--- src/rtl/sdrahb_cmd_expander.sv ---
// Purpose : pops burst commands from the SDRAM-side CDC FIFO and expands each into per-beat address/control transfers.
// Latency : RD_EN is combinational in the pop cycle; the first beat is valid the next cycle; back-to-back bursts have no gap.
// Backpr. : OUT_ADDR/OUT_WRITE/OUT_LAST hold while OUT_READY=0; no pop until the last beat is accepted. Macro SDRAHB_CMD_WRAP_EN enables WRAP bursts.
module sdrahb_cmd_expander #(
    parameter int ADDR_WIDTH = 24,
    parameter int LEN_WIDTH  = 4,
    parameter int BEAT_BYTES = 4,
    parameter int DATA_WIDTH = ADDR_WIDTH + LEN_WIDTH + 2
) (
    input  logic                  CLK_WR,
    input  logic                  AW_RST_N,
    input  logic [DATA_WIDTH-1:0] FIFO_DATA,
    input  logic                  FIFO_EMPTY,
    output logic                  RD_EN,
    output logic                  OUT_VALID,
    input  logic                  OUT_READY,
    output logic [ADDR_WIDTH-1:0] OUT_ADDR,
    output logic                  OUT_WRITE,
    output logic                  OUT_LAST,
    output logic                  BUSY
);

    localparam int BEAT_SHIFT = $clog2(BEAT_BYTES);

    typedef enum logic {
        IDLE  = 1'b0,
        BURST = 1'b1
    } state_t;

    state_t                state_q;
    state_t                state_d;

    logic [ADDR_WIDTH-1:0] cur_addr;
    logic                  wr;
    logic                  last;
    logic [LEN_WIDTH-1:0]  beats_left;

    // Head-entry fields: {WRITE, WRAP, LEN, ADDR}
    logic [ADDR_WIDTH-1:0] cmd_addr;
    logic [LEN_WIDTH-1:0]  cmd_len;
    logic                  cmd_write;

    logic [ADDR_WIDTH-1:0] next_addr;
    logic [ADDR_WIDTH-1:0] step_addr;

    assign cmd_addr  = FIFO_DATA[ADDR_WIDTH-1:0];
    assign cmd_len   = FIFO_DATA[ADDR_WIDTH +: LEN_WIDTH];
    assign cmd_write = FIFO_DATA[DATA_WIDTH-1];
    assign next_addr = cur_addr + ADDR_WIDTH'(BEAT_BYTES);

`ifdef SDRAHB_CMD_WRAP_EN
    logic                  cmd_wrap;
    logic                  wrap_ok;
    logic [ADDR_WIDTH-1:0] load_mask;
    logic [ADDR_WIDTH-1:0] wrap_mask;

    assign cmd_wrap = FIFO_DATA[ADDR_WIDTH+LEN_WIDTH];

    // Wrap only for 2/4/8/16-beat bursts; the mask is all-ones for INCR so one update expression serves both
    always_comb begin
        wrap_ok   = cmd_wrap && (cmd_len != '0)
                    && ((cmd_len & (cmd_len + LEN_WIDTH'(1))) == '0)
                    && (32'(cmd_len) < 32'd16);
        load_mask = '1;
        if (wrap_ok) begin
            load_mask = ((ADDR_WIDTH'(cmd_len) + ADDR_WIDTH'(1)) << BEAT_SHIFT) - ADDR_WIDTH'(1);
        end
        step_addr = (cur_addr & ~wrap_mask) | (next_addr & wrap_mask);
    end
`else
    logic cmd_wrap_unused;

    assign cmd_wrap_unused = FIFO_DATA[ADDR_WIDTH+LEN_WIDTH];

    // Without wrap support every burst increments linearly, rolling over at the top of the address space
    always_comb begin
        step_addr = next_addr;
    end
`endif

    // State register
    always_ff @(posedge CLK_WR or negedge AW_RST_N) begin
        if (!AW_RST_N) begin
            state_q <= IDLE;
        end else begin
            state_q <= state_d;
        end
    end

    // Next state: enter BURST on a pop; leave only when the last beat is accepted with nothing to pop
    always_comb begin
        state_d = state_q;
        case (state_q)
            IDLE: begin
                if (RD_EN) begin
                    state_d = BURST;
                end
            end
            BURST: begin
                if (OUT_READY && last) begin
                    state_d = RD_EN ? BURST : IDLE;
                end
            end
            default: state_d = IDLE;
        endcase
    end

    // Outputs: beat presentation from registers, pop when idle or on the last-beat handshake; pop suppressed in reset
    always_comb begin
        OUT_VALID = (state_q == BURST);
        BUSY      = (state_q == BURST);
        OUT_LAST  = (state_q == BURST) && last;
        OUT_ADDR  = cur_addr;
        OUT_WRITE = wr;
        RD_EN     = AW_RST_N && !FIFO_EMPTY
                    && ((state_q == IDLE) || ((state_q == BURST) && OUT_READY && last));
    end

    // Beat datapath: load on pop, advance address and beat count on each accepted non-last beat
    always_ff @(posedge CLK_WR or negedge AW_RST_N) begin
        if (!AW_RST_N) begin
            cur_addr   <= '0;
            wr         <= 1'b0;
            last       <= 1'b0;
            beats_left <= '0;
`ifdef SDRAHB_CMD_WRAP_EN
            wrap_mask  <= '1;
`endif
        end else if (RD_EN) begin
            cur_addr   <= cmd_addr;
            wr         <= cmd_write;
            last       <= (cmd_len == '0);
            beats_left <= cmd_len;
`ifdef SDRAHB_CMD_WRAP_EN
            wrap_mask  <= load_mask;
`endif
        end else if (OUT_VALID && OUT_READY && !last) begin
            cur_addr   <= step_addr;
            last       <= (beats_left == LEN_WIDTH'(1));
            beats_left <= beats_left - LEN_WIDTH'(1);
        end
    end

endmodule

--- config.mk ---
export PLATFORM = sky130hd
export DESIGN_NAME = sdrahb_cmd_expander
export DESIGN_NICKNAME = d
export VERILOG_FILES = /design/src/rtl/sdrahb_cmd_expander.sv
export SDC_FILE = /design/constraint.sdc
export NUM_CORES = 1
export LEC_CHECK = 0
export BUFFER_PORTS_ARGS = -buffer_cell sky130_fd_sc_hd__buf_2
export CAP_MARGIN = 10
export CORE_AREA = 2 2 44 86
export CTS_BUF_LIST = sky130_fd_sc_hd__clkbuf_8
export DETAILED_ROUTE_END_ITERATION = 10
export DIE_AREA = 0 0 46 88
export PLACE_DENSITY_LB_ADDON = 0.25
export SETUP_SLACK_MARGIN = 0.2
export SLEW_MARGIN = 20
export SYNTH_ARGS = -nofsm -noshare
export SYNTH_HDL_FRONTEND = slang
export SYNTH_SLANG_ARGS = --single-unit
--- constraint.sdc ---
create_clock -name CLK_WR -period 3.5 [get_ports CLK_WR]
set_clock_uncertainty 0.1 [all_clocks]
set_input_delay 0.875 -clock CLK_WR [delete_from_list [all_inputs] [get_ports CLK_WR]]
set_output_delay 0.875 -clock CLK_WR [all_outputs]
set_load 0.01 [all_outputs]
==> results of run 1 <==
==> metal layers <==
| layer | vias to the layer above | share of wire | GRT usage |
|---|---|---|---|
| met5 | - | 0 | 0 |
| met4 | 0 | 0.026 | 0.119 |
| met3 | 13 | 0.045 | 0.0619 |
| met2 | 62 | 0.53 | 0.428 |
| met1 | 882 | 0.40 | 0.296 |
| li1 | 889 | - | - |
==> layout by cell type (no fill, tap or decap), types with 2 or more instances in the layout <==
master	n
buf_2	61
nand2_1	32
dfrtp_1	31
o21ai_0	14
a31oi_1	12
nor2_1	11
nand3_1	9
a221o_1	7
nand4_1	6
and3_1	6
or3_1	6
clkbuf_8	6
o311ai_0	5
inv_1	4
o31ai_1	4
or4_1	4
o211ai_1	4
nor3_1	4
buf_4	4
and2_1	3
a22oi_1	3
ha_1	3
nand3b_1	2
nor3b_1	2
a21oi_1	2
and4_1	2
nor4_1	2
a21o_1	2
==> registers in the layout (all words and copies together) (netlist names) <==
name / cells
last: 1
beats_left: 4
OUT_ADDR: 24
OUT_WRITE: 1
BUSY: 1
==> power by group <==
group          switching (mW)  total [mW]  leakage, nW  internal (mW)
registers               0.214       0.734        0.375          0.519
clock network           0.137       0.291       0.0470          0.154
logic                   0.347       0.640        0.584          0.293
==> worst paths after layout <==
path	start	endpoint	slack, ps	cells after the start
max	AW_RST_N	RD_EN	850	5
min reg2reg	OUT_ADDR[1]	OUT_ADDR[1]	370	2
min	AW_RST_N	BUSY	330	1
max in group asynchronous	AW_RST_N	OUT_ADDR[3]	2370	2
min in group CLK_WR	OUT_ADDR[1]	OUT_ADDR[1]	370	2
max reg2reg	last	OUT_ADDR[21]	1350	4
==> final cells by class <==
type                       instances  share of cell area
multi-input combinational        154               0.425
sequential                        31               0.356
timing repair buffer              65               0.154
clock buffer                       6              0.0379
tap                               32              0.0184
inverter                           4             0.00688
clock inverter                     1             0.00229
==> logic make-up after synthesis <==
family / Yosys count / share of synthesized area
compound gates: 57 / 0.227
simple gates: 94 / 0.276
buf+inv: 15 / 0.0368
fa+ha+maj: 3 / 0.0212
flops: 31 / 0.439
==> qor.txt, run 1 <==
part of the Yosys area used for sequential elements = 0.439
Placed Area = 2090 um^2
worst-path cell chain = buf_2 -> nor2b_1 -> nand2_1 -> inv_1 -> buf_2
most numerous cell in the Yosys netlist = nand2_1
post-route setup TNS = 0 ps
die extent in y = 88 um
Worst setup EP type = primary output
final setup violation count = 0
PwrDens = 763 nW/um^2
Clk Latency, worst-skew pair = 290 ps
Ys Warns = 0
Finished Core Util = 0.646
Syn Std Cell Area = 1770 um^2
layout cell share with drive strength beyond 1 = 0.284
Critical-path top delay cell = buf_2
Post-Syn Nets = 237
Area contributors post-synth = dfrtp_1, nand2_1, a31oi_1
hold buffer count at cts = 0
antenna-violating nets left = 0
fillers = 324
Worst slew margin = 0.477
Detail Placement HPWL = 3.48 mm
Die ar. = 4050 um^2
Fmax = 378 MHz
dpl ws = 827 ps
final wirelength = 4.74 mm
TritonCTS Buffers = 5
Placer Congestion = 0.836
initial drt markers = 42
Worst setup SP type = input pin
area taken by multi-input logic gates = 927 um^2
fin area = 2180 um^2
Post-synth ARST share = 1.00
maxcap violations = 0
TritonCTS clock tree = built
total core area = 3380 um^2
chip width = 46 um
synth unique cells = 38
vias in the first global route = 1738
Max VDD drop = 415 uV
worst hold-check path type = input pin to async pin
H-tree depth = 2
slack of the critical path = 853 ps
Yosys reg bits = 31
Finished Layout Cells = 293
arrival time of the worst setup path = 1670 ps
drt wl/cell = 16.2 um
Sequential Area = 776 um^2
port buffer count = 61
GR Overflow Total = 0
crit-path most repeated cell = buf_2
clock sinks = 31
fin nets = 298
Tmin final = 2650 ps
Req. time, crit path = 2520 ps
Synth top area share = 0.439
overall routing resource usage = 0.257
clock-pin slew on the worst setup and hold paths = 70 ps
vias per cell = 6.30
Yosys top cell by area = dfrtp_1
total power = 1.66 mW
first-pass GRT wire length = 7.82 mm
Resize count post-CTS = 0
worst hold slack = 333 ps
# diodes = 0
critical path's top delay family = buffers and inverters
initial core utilization = 0.523
ys flop type = dfrtp_1
clock root buffer = clkbuf_8
worst setup path class = input pin to primary output
vias = 1846
initial antenna violation count = 0
FP Rows = 30
Hold Fails Final Rpt = 0
WP buf/inv = 3
Tightest Pin Transition = 785 ps
Syn Inst Count = 200
post-CTS setup buffers = 0
Avg Cell Area, Syn = 8.84 um^2
slowest stage delay, CP = 220 ps
DRC viols = 0
Pleak = 1.01 nW
Layout area overhead = 23.4%
synth cell count leaders = nand2_1, dfrtp_1, o21ai_0
largest net degree at the start of global routing = 26
count of final max-slew check failures = 0
outcome = completed
worst-case clock buffer depth = 2
worst-path fanout max = 9
RSZ-0062 raised after global routing = no
# IOs = 63
Final Cycle Share = 0.756
Placed Instances = 286
Pre-antenna DRT Iters = 4
number of synthesized flops with an enable pin = 0
Power figures use the tool's default switching activity.
==> inputs of run 2 (changes only) <==
ABC_AREA = 1   (was default)
CORE_AREA = 2 2 50 98   (was 2 2 44 86)
DIE_AREA = 0 0 52 100   (was 0 0 46 88)
clock period = 2.1 ns   (was 3.5 ns; I/O delays follow)
==> qor.txt, run 2 <==
outcome = completed
compound-cell area share of the yosys netlist = 0.100 (-0.127)
Pleak = 1.35 nW (+35%)
combinational share of power = 0.443 (+0.059)
GR Overflow Total = 0 (unchanged)
worst hold-check path type = input pin to async pin
adder-cell share of the synthesized area = 0.0181 (-0.00308)
H-tree depth = 2 (unchanged)
total core area = 4510 um^2 (+34%)
largest family of logic cells by synthesized area = simple AND/OR/NAND/NOR gates
final setup violation count = 0 (unchanged)
dpl ws = 320 ps (-507 ps)
chip width = 52 um (+13%)
TritonCTS clock tree = built
maxcap violations = 0 (unchanged)
Avg Cell Area, Syn = 7.26 um^2 (-18%)
Yosys top cell by area = dfrtp_1
r2r startpoint = OUT_ADDR[3]
Post-Syn Nets = 322 (+36%)
Layout area overhead = 22.0%
antenna-violating nets left = 0 (unchanged)
RR Endpoint = OUT_ADDR[20]
slack of the critical path = 318 ps (-536 ps)
RSZ-0062 raised after global routing = no
Yosys reg bits = 31 (unchanged)
Synth top area share = 0.375 (-0.0637)
Critical-path top delay cell = dfrtp_1
clock sinks = 31 (unchanged)
port buffer count = 61 (unchanged)
PwrDens = 1240 nW/um^2 (+62%)
flop2flop setup slack = 520 ps (-830 ps)
first-pass GRT wire length = 8.94 mm (+14%)
fillers = 462 (+43%)
worst-case clock buffer depth = 2 (unchanged)
Syn Std Cell Area = 2070 um^2 (+17%)
Tightest Pin Transition = 407 ps (-378 ps)
worst setup path class = flop to primary output
Pre-antenna DRT Iters = 4 (unchanged)
Seq pwr share = 0.385 (-0.056)
Tmin final = 1780 ps
worst-path cell chain = nand2_1 -> nand2_1 -> nand2_2 -> inv_4 -> buf_2
max FFs per register = 24 (unchanged)
WP buf/inv = 2 (-1)
vias per cell = 4.96 (-21%)
initial core utilization = 0.459 (-0.0648)
largest net degree at the start of global routing = 32 (+23%)
Detail Placement HPWL = 3.70 mm (+6.3%)
Simple-Gate Fraction of Synth Area = 0.365 (+0.0888)
Int Power = 1.74 mW (+80%)
fin area = 2520 um^2 (+16%)
post-route setup TNS = 0 ps (unchanged)
critical path's top delay family = flip-flops
Placed Area = 2420 um^2 (+15%)
commonest cells after routing, fill and taps aside = nand2_1, buf_2, inv_1
slowest stage delay, CP = 420 ps (+200 ps)
most numerous cell in the Yosys netlist = nand2_1
Post-synth ARST share = 1.00 (unchanged)
crit-path most repeated cell = nand2_1
# IOs = 63 (unchanged)
DRC viols = 0 (unchanged)
clock-pin slew on the worst setup and hold paths = 70 ps (about the same)
Worst setup SP type = flop
Max VDD drop = 739 uV (+78%)
r2r worst-path depth = 10 (+6)
TritonCTS Buffers = 5 (unchanged)
layout cell share with drive strength beyond 1 = 0.268 (-0.0157)
Resize count post-CTS = 0 (unchanged)
commonest non-fill, non-tap cell in the layout = nand2_1
synth unique cells = 30 (-21%)
arrival time of the worst setup path = 1160 ps (-510 ps)
Worst setup EP type = primary output
Final Cycle Share = 0.849
Req. time, crit path = 1470 ps (-1050 ps)
ys flop type = dfrtp_1
Post-Synth XOR/XNOR Area = 0.0423 (+0.0423)
Syn Inst Count = 285 (+43%)
part of the Yosys area used for sequential elements = 0.375 (-0.0637)
final wirelength = 4.88 mm (+3.0%)
count of final max-slew check failures = 0 (unchanged)
sw power = 1.38 mW (+98%)
overall routing resource usage = 0.225 (-0.0321)
multiplexer area fraction after synthesis = 0 (unchanged)
Area contributors post-synth = dfrtp_1, nand2_1, inv_1
Hold Fails Final Rpt = 0 (unchanged)
Die ar. = 5200 um^2 (+28%)
drt wl/cell = 12.0 um (-26%)
vias in the first global route = 2119 (+22%)
initial antenna violation count = 0 (unchanged)
worst-path fanout max = 4 (-5)
Ys Warns = 0 (unchanged)
fin nets = 387 (+30%)
Worst slew margin = 0.729 (+0.252)
vias = 2015 (+9.2%)
FP Rows = 35 (+17%)
Fmax = 561 MHz
initial drt markers = 16 (-62%)
Placer Congestion = 0.869 (+4.0%)
hold buffer count at cts = 0 (unchanged)
total power = 3.13 mW (+88%)
synth cell count leaders = nand2_1, inv_1, dfrtp_1
sw frac = 0.443 (+0.0234)
clock root buffer = clkbuf_8
clock power share = 0.172 (-0.003)
# diodes = 0 (unchanged)
post-CTS setup buffers = 0 (unchanged)
Clk Latency, worst-skew pair = 290 ps (about the same)
number of synthesized flops with an enable pin = 0 (unchanged)
die extent in y = 100 um (+14%)
[run 2: layer usage]
layer / track usage / part of all wire / vias up / routed length (um)
li1: - / - / 1036 / -
met1: 0.252 / 0.41 / 931 / 2020
met2: 0.401 / 0.53 / 42 / 2570
met3: 0.0342 / 0.040 / 6 / 195
met4: 0.101 / 0.019 / 0 / 95
met5: 0 / 0 / - / 0
[run 2: area by class of cell]
type / instances / area [um^2] / area share
multi-input cells: 209 / 1090 / 0.432
well taps: 55 / 68.8 / 0.0273
clock buffers: 7 / 96.3 / 0.0382
inverters: 37 / 141 / 0.0561
flip-flops and latches: 31 / 776 / 0.308
clock inverters: 1 / 7.51 / 0.00298
repair buffers: 66 / 343 / 0.136
[run 2: worst max-delay path by stage]
| stage | start | endpoint | slack (ps) | cells past startpoint |
|---|---|---|---|---|
| 3_5_place_dp | OUT_READY | OUT_ADDR[8] | 320 | 8 |
| 5_1_grt | last | RD_EN | 240 | 5 |
| 4_1_cts | last | RD_EN | 230 | 5 |
| 2_1_floorplan | AW_RST_N | RD_EN | 400 | 6 |
| 6_report | last | RD_EN | 320 | 5 |
| 3_3_place_gp | AW_RST_N | RD_EN | 330 | 6 |
[run 2: kinds of logic after synthesis]
group	count (synthesis)
xor+xnor	10
compound gates	34
fa+ha+maj	3
simple gates	162
flops	31
buf+inv	45
[run 2: power groups by stage]
stage	combinational, mW	clock, mW	sequential, mW
floorplan	0.883	0	1.25
global placement	1.36	0	1.20
detailed placement	1.40	0	1.21
CTS	1.40	0.553	1.20
global route	1.61	0.571	1.25
finish	1.38	0.536	1.20
[run 2: stage by stage]
step	cells	util	hold slack, ps
5_1_grt	406	0.559	228
3_3_place_gp	398	0.536	358
2_1_floorplan	285	-	129
4_1_cts	406	0.559	202
3_5_place_dp	398	0.536	367
6_report	406	0.559	188
